<file path="src/rtl/f_mult_div_unit.sv">
// f_mult_div_unit: iterative signed multiply (radix-2 shift-add) and restoring divide
// producing HI/LO for the multicycle CPU; flags divide-by-zero with a done pulse.
`default_nettype none

module f_mult_div_unit #(
  parameter int WIDTH = 32,
  parameter int ITER  = 32
) (
  input  logic             clk,
  input  logic             reset,
  input  logic             start,
  input  logic             op,
  input  logic [WIDTH-1:0] a_in,
  input  logic [WIDTH-1:0] b_in,
  output logic             busy,
  output logic             done,
  output logic             div_zero,
  output logic [WIDTH-1:0] hi_out,
  output logic [WIDTH-1:0] lo_out
);

  localparam int CW = $clog2(ITER);

  typedef enum logic [2:0] {
    S_IDLE = 3'd0,
    S_MUL  = 3'd1,
    S_DIV  = 3'd2,
    S_FIX  = 3'd3,
    S_DONE = 3'd4
  } state_t;

  state_t             state_q, state_d;
  logic [CW-1:0]      cnt_q, cnt_d;
  // acc holds {carry, upper, multiplier} for mult and {pad, rem, quo} for div
  logic [2*WIDTH:0]   acc_q, acc_d;
  logic [WIDTH-1:0]   opnd_q, opnd_d;
  logic               op_q, op_d;
  logic               qsign_q, qsign_d;
  logic               rsign_q, rsign_d;
  logic               busy_q, busy_d;
  logic               done_q, done_d;
  logic               dz_q, dz_d;
  logic [WIDTH-1:0]   hi_q, hi_d;
  logic [WIDTH-1:0]   lo_q, lo_d;

  logic [WIDTH-1:0]   a_abs, b_abs;
  logic [WIDTH:0]     mul_sum;
  logic [WIDTH:0]     rem_sh;
  logic [WIDTH:0]     diff;
  logic [2*WIDTH-1:0] prod;
  logic [WIDTH-1:0]   quo_fix, rem_fix;

  always_comb begin
    state_d = state_q;
    cnt_d   = cnt_q;
    acc_d   = acc_q;
    opnd_d  = opnd_q;
    op_d    = op_q;
    qsign_d = qsign_q;
    rsign_d = rsign_q;
    hi_d    = hi_q;
    lo_d    = lo_q;
    done_d  = 1'b0;
    dz_d    = 1'b0;

    a_abs   = a_in[WIDTH-1] ? -a_in : a_in;
    b_abs   = b_in[WIDTH-1] ? -b_in : b_in;
    mul_sum = acc_q[2*WIDTH:WIDTH] + (acc_q[0] ? {1'b0, opnd_q} : {(WIDTH+1){1'b0}});
    rem_sh  = {acc_q[2*WIDTH-1:WIDTH], acc_q[WIDTH-1]};
    diff    = rem_sh - {1'b0, opnd_q};
    prod    = qsign_q ? -acc_q[2*WIDTH-1:0] : acc_q[2*WIDTH-1:0];
    // The most-negative / -1 case falls out naturally: 2^(W-1) negated is itself
    quo_fix = qsign_q ? -acc_q[WIDTH-1:0] : acc_q[WIDTH-1:0];
    rem_fix = rsign_q ? -acc_q[2*WIDTH-1:WIDTH] : acc_q[2*WIDTH-1:WIDTH];

    case (state_q)
      S_IDLE: begin
        if (start) begin
          op_d    = op;
          qsign_d = a_in[WIDTH-1] ^ b_in[WIDTH-1];
          rsign_d = a_in[WIDTH-1];
          cnt_d   = '0;
          if (!op) begin
            state_d = S_MUL;
            acc_d   = {{(WIDTH+1){1'b0}}, b_abs};
            opnd_d  = a_abs;
          end else if (b_in == '0) begin
            state_d = S_DONE;
            done_d  = 1'b1;
            dz_d    = 1'b1;
          end else begin
            state_d = S_DIV;
            acc_d   = {{(WIDTH+1){1'b0}}, a_abs};
            opnd_d  = b_abs;
          end
        end
      end
      S_MUL: begin
        acc_d = {1'b0, mul_sum, acc_q[WIDTH-1:1]};
        cnt_d = cnt_q + 1'b1;
        if (cnt_q == CW'(ITER - 1)) state_d = S_FIX;
      end
      S_DIV: begin
        if (!diff[WIDTH]) acc_d = {1'b0, diff[WIDTH-1:0], acc_q[WIDTH-2:0], 1'b1};
        else              acc_d = {1'b0, rem_sh[WIDTH-1:0], acc_q[WIDTH-2:0], 1'b0};
        cnt_d = cnt_q + 1'b1;
        if (cnt_q == CW'(ITER - 1)) state_d = S_FIX;
      end
      S_FIX: begin
        if (!op_q) begin
          hi_d = prod[2*WIDTH-1:WIDTH];
          lo_d = prod[WIDTH-1:0];
        end else begin
          hi_d = rem_fix;
          lo_d = quo_fix;
        end
        done_d  = 1'b1;
        state_d = S_DONE;
      end
      S_DONE:  state_d = S_IDLE;
      default: state_d = S_IDLE;
    endcase

    busy_d = (state_d != S_IDLE);
  end

  always_ff @(posedge clk or negedge reset) begin
    if (!reset) begin
      state_q <= S_IDLE;
      cnt_q   <= '0;
      acc_q   <= '0;
      opnd_q  <= '0;
      op_q    <= 1'b0;
      qsign_q <= 1'b0;
      rsign_q <= 1'b0;
      busy_q  <= 1'b0;
      done_q  <= 1'b0;
      dz_q    <= 1'b0;
      hi_q    <= '0;
      lo_q    <= '0;
    end else begin
      state_q <= state_d;
      cnt_q   <= cnt_d;
      acc_q   <= acc_d;
      opnd_q  <= opnd_d;
      op_q    <= op_d;
      qsign_q <= qsign_d;
      rsign_q <= rsign_d;
      busy_q  <= busy_d;
      done_q  <= done_d;
      dz_q    <= dz_d;
      hi_q    <= hi_d;
      lo_q    <= lo_d;
    end
  end

  assign busy     = busy_q;
  assign done     = done_q;
  assign div_zero = dz_q;
  assign hi_out   = hi_q;
  assign lo_out   = lo_q;

endmodule

`default_nettype wire

</file>
<file path="config.mk">
export PLATFORM = sky130hd
export DESIGN_NAME = f_mult_div_unit
export DESIGN_NICKNAME = d
export VERILOG_FILES = /design/src/rtl/f_mult_div_unit.sv
export SDC_FILE = /design/constraint.sdc
export NUM_CORES = 1
export LEC_CHECK = 0
export CAP_MARGIN = 20
export CELL_PAD_IN_SITES_DETAIL_PLACEMENT = 1
export CELL_PAD_IN_SITES_GLOBAL_PLACEMENT = 1
export CORE_MARGIN = 8
export CORE_UTILIZATION = 39
export CTS_CLUSTER_SIZE = 30
export DETAILED_ROUTE_END_ITERATION = 6
export DONT_BUFFER_PORTS = 1
export PLACE_DENSITY = 0.76
export SLEW_MARGIN = 20
export SYNTH_ARGS = -nofsm -noshare
export SYNTH_HDL_FRONTEND = slang
export SYNTH_SLANG_ARGS = --single-unit
</file>
<file path="constraint.sdc">
create_clock -name clk -period 6.4 [get_ports clk]
set_clock_uncertainty 0.1 [all_clocks]
set_input_delay 0 -clock clk [delete_from_list [all_inputs] [get_ports clk]]
set_output_delay 0 -clock clk [all_outputs]
set_load 0.02 [all_outputs]
</file>
# After elaboration in Yosys (flattened, before gate mapping)
# Cells that the tools add are included.
# totals
reg_bits	175
out_inout_bits	67
# op_classes
addsub	8
n_eq_ne	7
mux	27
bitwise_logic	1
n_reduce_logical	10
# ops
cell	n
$mux W32	9
$mux W65	3
$pmux W65 S3	1
$mux W64	2
$neg A32 Y32	4
$neg A64 Y64	1
$add A33 B32 Y33	1
$sub A33 B32 Y33	1
$logic_not A32 Y1	1
$mux W3	4
$pmux W5 S2	1
$pmux W3 S3	1
$eq A3 B2 Y1 const B	2
$reduce_and A3 Y1	2
$reduce_bool A3 Y1	2
$add A5 B1 Y5 const B	1
$eq A5 B5 Y1 const B	1
$mux W5	1
$mux W1	4
$ne A2 B2 Y1 const B	2
$reduce_and A2 Y1	2
$eq A3 B1 Y1 const B	1
$logic_not A3 Y1	1
$ne A3 B3 Y1 const B	1
other kinds (4)	4

# Logic depth before layout (Yosys ltp)
# logic_depth
word_depth	6
ltp_mapped	15
mapped_depth_nobuf	14

# Worst setup path before layout
# Ideal clock, no wire load.
# synth_path
path_kind	reg2reg
from	reg acc_q[31]
to	reg acc_q[52]
arrival_ps	3411
required_time_ps	6163
path_slack_ps	2752
stages_incl_launch_ff	16
path_buffers	3
period_less_slack_ps	3648
path_cell_list	dfrtp_1 clkbuf_1 inv_1 ha_1 fa_1 nand2b_1 a21oi_1 o221a_2 a211oi_1 nor3_1 o22ai_1 xnor2_1 clkbuf_1 buf_2 mux2i_1 o211ai_1
# synth_between
elab_chain_len	3
# synth_rtl
element	line_no	rtl
start, declared	35	logic [2*WIDTH:0] acc_q, acc_d;
start signal, assigned	131	acc_q <= '0;
start signal, assigned	144	acc_q <= acc_d;
$sub A33 B32 Y33	70	diff = rem_sh - {1'b0, opnd_q};
$mux W64	104	if (!diff[WIDTH]) acc_d = {1'b0, diff[WIDTH-1:0], acc_q[WIDTH-2:0], 1'b1};
$pmux W65 S3	76	case (state_q)
# Every way passes these cells.
# A chain may end at the register's enable or synchronous reset.

# Worst setup path after layout
# layout_path
from	reg acc_q[0]
to	reg acc_q[59]
# layout_between
elab_chain_len	3
# layout_rtl
element	line_no	rtl
$mux W32	68	mul_sum = acc_q[2*WIDTH:WIDTH] + (acc_q[0] ? {1'b0, opnd_q} : {(WIDTH+1){1'b0}});
$add A33 B32 Y33	68	
$pmux W65 S3	76	
# Every way passes these cells.

==> results.toml <==
[finish]
layout_common_cells = "nand2_1 (212), o21ai_0 (207), nor2_1 (177)"
area_growth_pct = 12.86
regArea_um2 = 4354
nets = 1957
num-fill-cells = 4416
multi_input_area_um2 = 9243
drive_above_1_share_pct = 4.319
antenna_cells = 0
final_common_cell = "nand2_1"
fin_cells = 2297

[route]
vias = 14070
drt_pass1_iterations = 5
drt_iter0_drc = 1194
ant_nets = 0
remaining_drc_errors = 0
wire_per_inst_um = 24.09
vias_per_cell = 6.127
routed_wl_um = 55340

[logic_synthesis]
synth_area_leaders = "dfrtp_1 (31%), o21ai_0 (7.3%), ha_1 (6.2%), nand2_1 (5.6%), xor2_1 (5.5%)"
synth.distinct_cells = 73
async_reset_ff_share_pct = 100.0
avgSynthCellArea_um2 = 7.908
syn-cell-area_um2 = 14210
synth_warnings = 0
synth_edf_count = 0
ys.flop_type = "dfrtp_1"
synth_seq_cells = 174
yosysTopAreaCell = "dfrtp_1"
syn_inst = 1797
ys_seq_area_share_pct = 30.64
netlist.area_leader.share_pct = 30.64
syn_nets = 1937

[critical_path]
crit_type = "flop to flop"
crit_fanout = 30
timing.rr.end = "acc_q[59]$_DFFE_PN0P_"
path_cells = "clkinv_1, buf_4, nor2_1, ha_1, a211oi_1, nor2_1, or3b_2, a221o_1, o221a_2, a31oi_1, o31ai_1, xor2_1, a22oi_1, o211ai_1"
crit_slowest_cell = "dfrtp_1"
cp-start-kind = "flop"
arrival_ns = 4.57
cp-startpoint = "acc_q[0]$_DFFE_PN0P_"
critPathRequiredTime_ns = 6.62
cpLargestDelayFamily = "compound AO/OA/AOI/OAI gates"
path_depth = 14
cp-end-kind = "flop"
crit_end = "acc_q[59]$_DFFE_PN0P_"
crit_buf_inv = 2
cpMostUsedCell = "nor2_1"
regToRegSetupSlack_ns = 2.06
r2r_start = "acc_q[0]$_DFFE_PN0P_"
r2r_cells = 14
max_stage_delay_ns = 0.53

[placement]
post-place-ws_ns = 2.137
portBuffers = 0
place_inst = 2173
globalplace.congestion = 0.9532
dp_hpwl_um = 40680

[sta]
hold_ws_ns = 0.01464
max_slew_margin_pct = 25.95
tightest_slew_ns = 1.107
rsz0062_at_grt = "false"
hold_viol = 0
tns_ns = 0
setup_viol = 0
fin_ws_ns = 2.056
period_share_pct = 67.88
fin_crit_ns = 4.344
slew_violations = 0
max_freq_ghz = 0.2302

[clocking]
clkTransAtPathRegs_ns = 0.08
clkLatencyLatePin_ns = 0.46
cts_max_level = 4
cts_resized = 0
clockBufferDepth = 2
cts_root_buffer = "clkbuf_16"
cts_setup_buffers = 0
cts_buffers = 17
cts_tree = "done"
numClockSinks = 174

[power_and_ir_drop]
pwr_density_cell_nw_per_um2 = 622.2
leakage_nw = 6.856
ir_drop_mv = 0.2736

[global_route]
antenna_found_initial = 0
grt_overflow = 0
grt_pass1_vias = 14210
grt_use_total_pct = 25.86
grt_pass1_wl_um = 85420
grt_max_degree = 175

[die]
start_util_pct = 39.19
die_h_um = 206.9
num_rows = 70
core_area_um2 = 36260
die_area_um2 = 42800
ios = 135
die_w_um = 206.9

[hold_path]
hp-class = "input pin to flop"

[status]
outcome = "completed"

[flow_run]
cap_violations = 0
## cells by family after synthesis
kind of cell	count (synthesis)	synth area share [%]
flops	174	30.64
xor+xnor	174	10.72
fa+ha+maj	72	6.445
mux	33	2.333
buf+inv	161	4.455
simple gates	584	19.24
compound gates	599	26.16
## area by class of cell
cell class / instances / area share, %
Clock buffer: 17 / 2.653
Sequential cell: 174 / 27.15
Tap cell: 468 / 3.651
Timing Repair Buffer: 106 / 6.639
Clock inverter: 14 / 0.9674
Multi-Input combinational cell: 1462 / 57.63
Inverter: 56 / 1.311
## synth_stat cells, types with 11 or more instances
cell type / n
a211oi_1: 35
a21o_1: 35
a21oi_1: 139
a221oi_1: 25
a22oi_1: 28
buf_2: 11
clkbuf_1: 87
dfrtp_1: 174
ha_1: 70
inv_1: 55
mux2i_1: 32
nand2_1: 212
nand2b_1: 23
nand3_1: 20
nand4_1: 14
nor2_1: 177
nor3_1: 26
o211ai_1: 11
o21a_1: 15
o21ai_0: 207
o31ai_1: 28
o41ai_1: 17
or3_1: 26
or4_1: 14
xnor2_1: 85
xor2_1: 89
## worst min-delay path, delay by kind of cell
kind | cells | cell delay [ns]
AOI/OAI and AO/OA | 3 | 0.45
and+or+nand+nor | 1 | 0.08
## report_power, final
| group | internal (mW) | switching [mW] | total, mW |
|---|---|---|---|
| logic | 2.38 | 3.89 | 6.27 |
| clock network | 0.519 | 0.534 | 1.05 |
| registers | 1.62 | 1.04 | 2.66 |
| total | 4.52 | 5.46 | 9.98 |
## through the flow
stage	total power [mW]	util, %	instance area [um2]
floorplan	6.854	-	14210
global placement	8.502	39.96	14490
detailed placement	8.683	39.96	14490
CTS	9.905	44.19	16020
global route	10.69	44.23	16040
finish	9.978	44.23	16040
## metal layers
layer	GRT usage (%)	share of wire [%]	vias to the layer above
li1	-	-	6521
met1	33.46	43	6903
met2	40.91	46	531
met3	5.306	6.8	118
met4	12.45	4.7	0
met5	0	0	-
## how the worst min path moves through the flow
| stage | from | to | slack [ns] | depth (start not counted) |
|---|---|---|---|---|
| after floorplan | reset | acc_q[0]$_DFFE_PN0P_ | -0.40 | 0 |
| after global placement | reset | lo_out[17]$_DFFE_PN0P_ | -0.39 | 0 |
| after detailed placement | reset | lo_out[17]$_DFFE_PN0P_ | -0.39 | 0 |
| after CTS | op | acc_q[13]$_DFFE_PN0P_ | 0.005 | 4 |
| after global routing | b_in[11] | acc_q[11]$_DFFE_PN0P_ | 0.02 | 4 |
| final | op | acc_q[14]$_DFFE_PN0P_ | 0.01 | 4 |
## state kept, by name, indices dropped and copies added, names as in the netlist
signal and flops:
op_q 1, opnd_q 32, busy 1, div_zero 1
state_q 3, rsign_q 1, done 1, acc_q 64
lo_out 32, cnt_q 5, hi_out 32, qsign_q 1
## timing repair
item	in CTS	in global routing
setup endpoints to repair	0	0
hold buffers	92	0
hold endpoints to repair	251	0
Power figures use the tool's default switching activity.
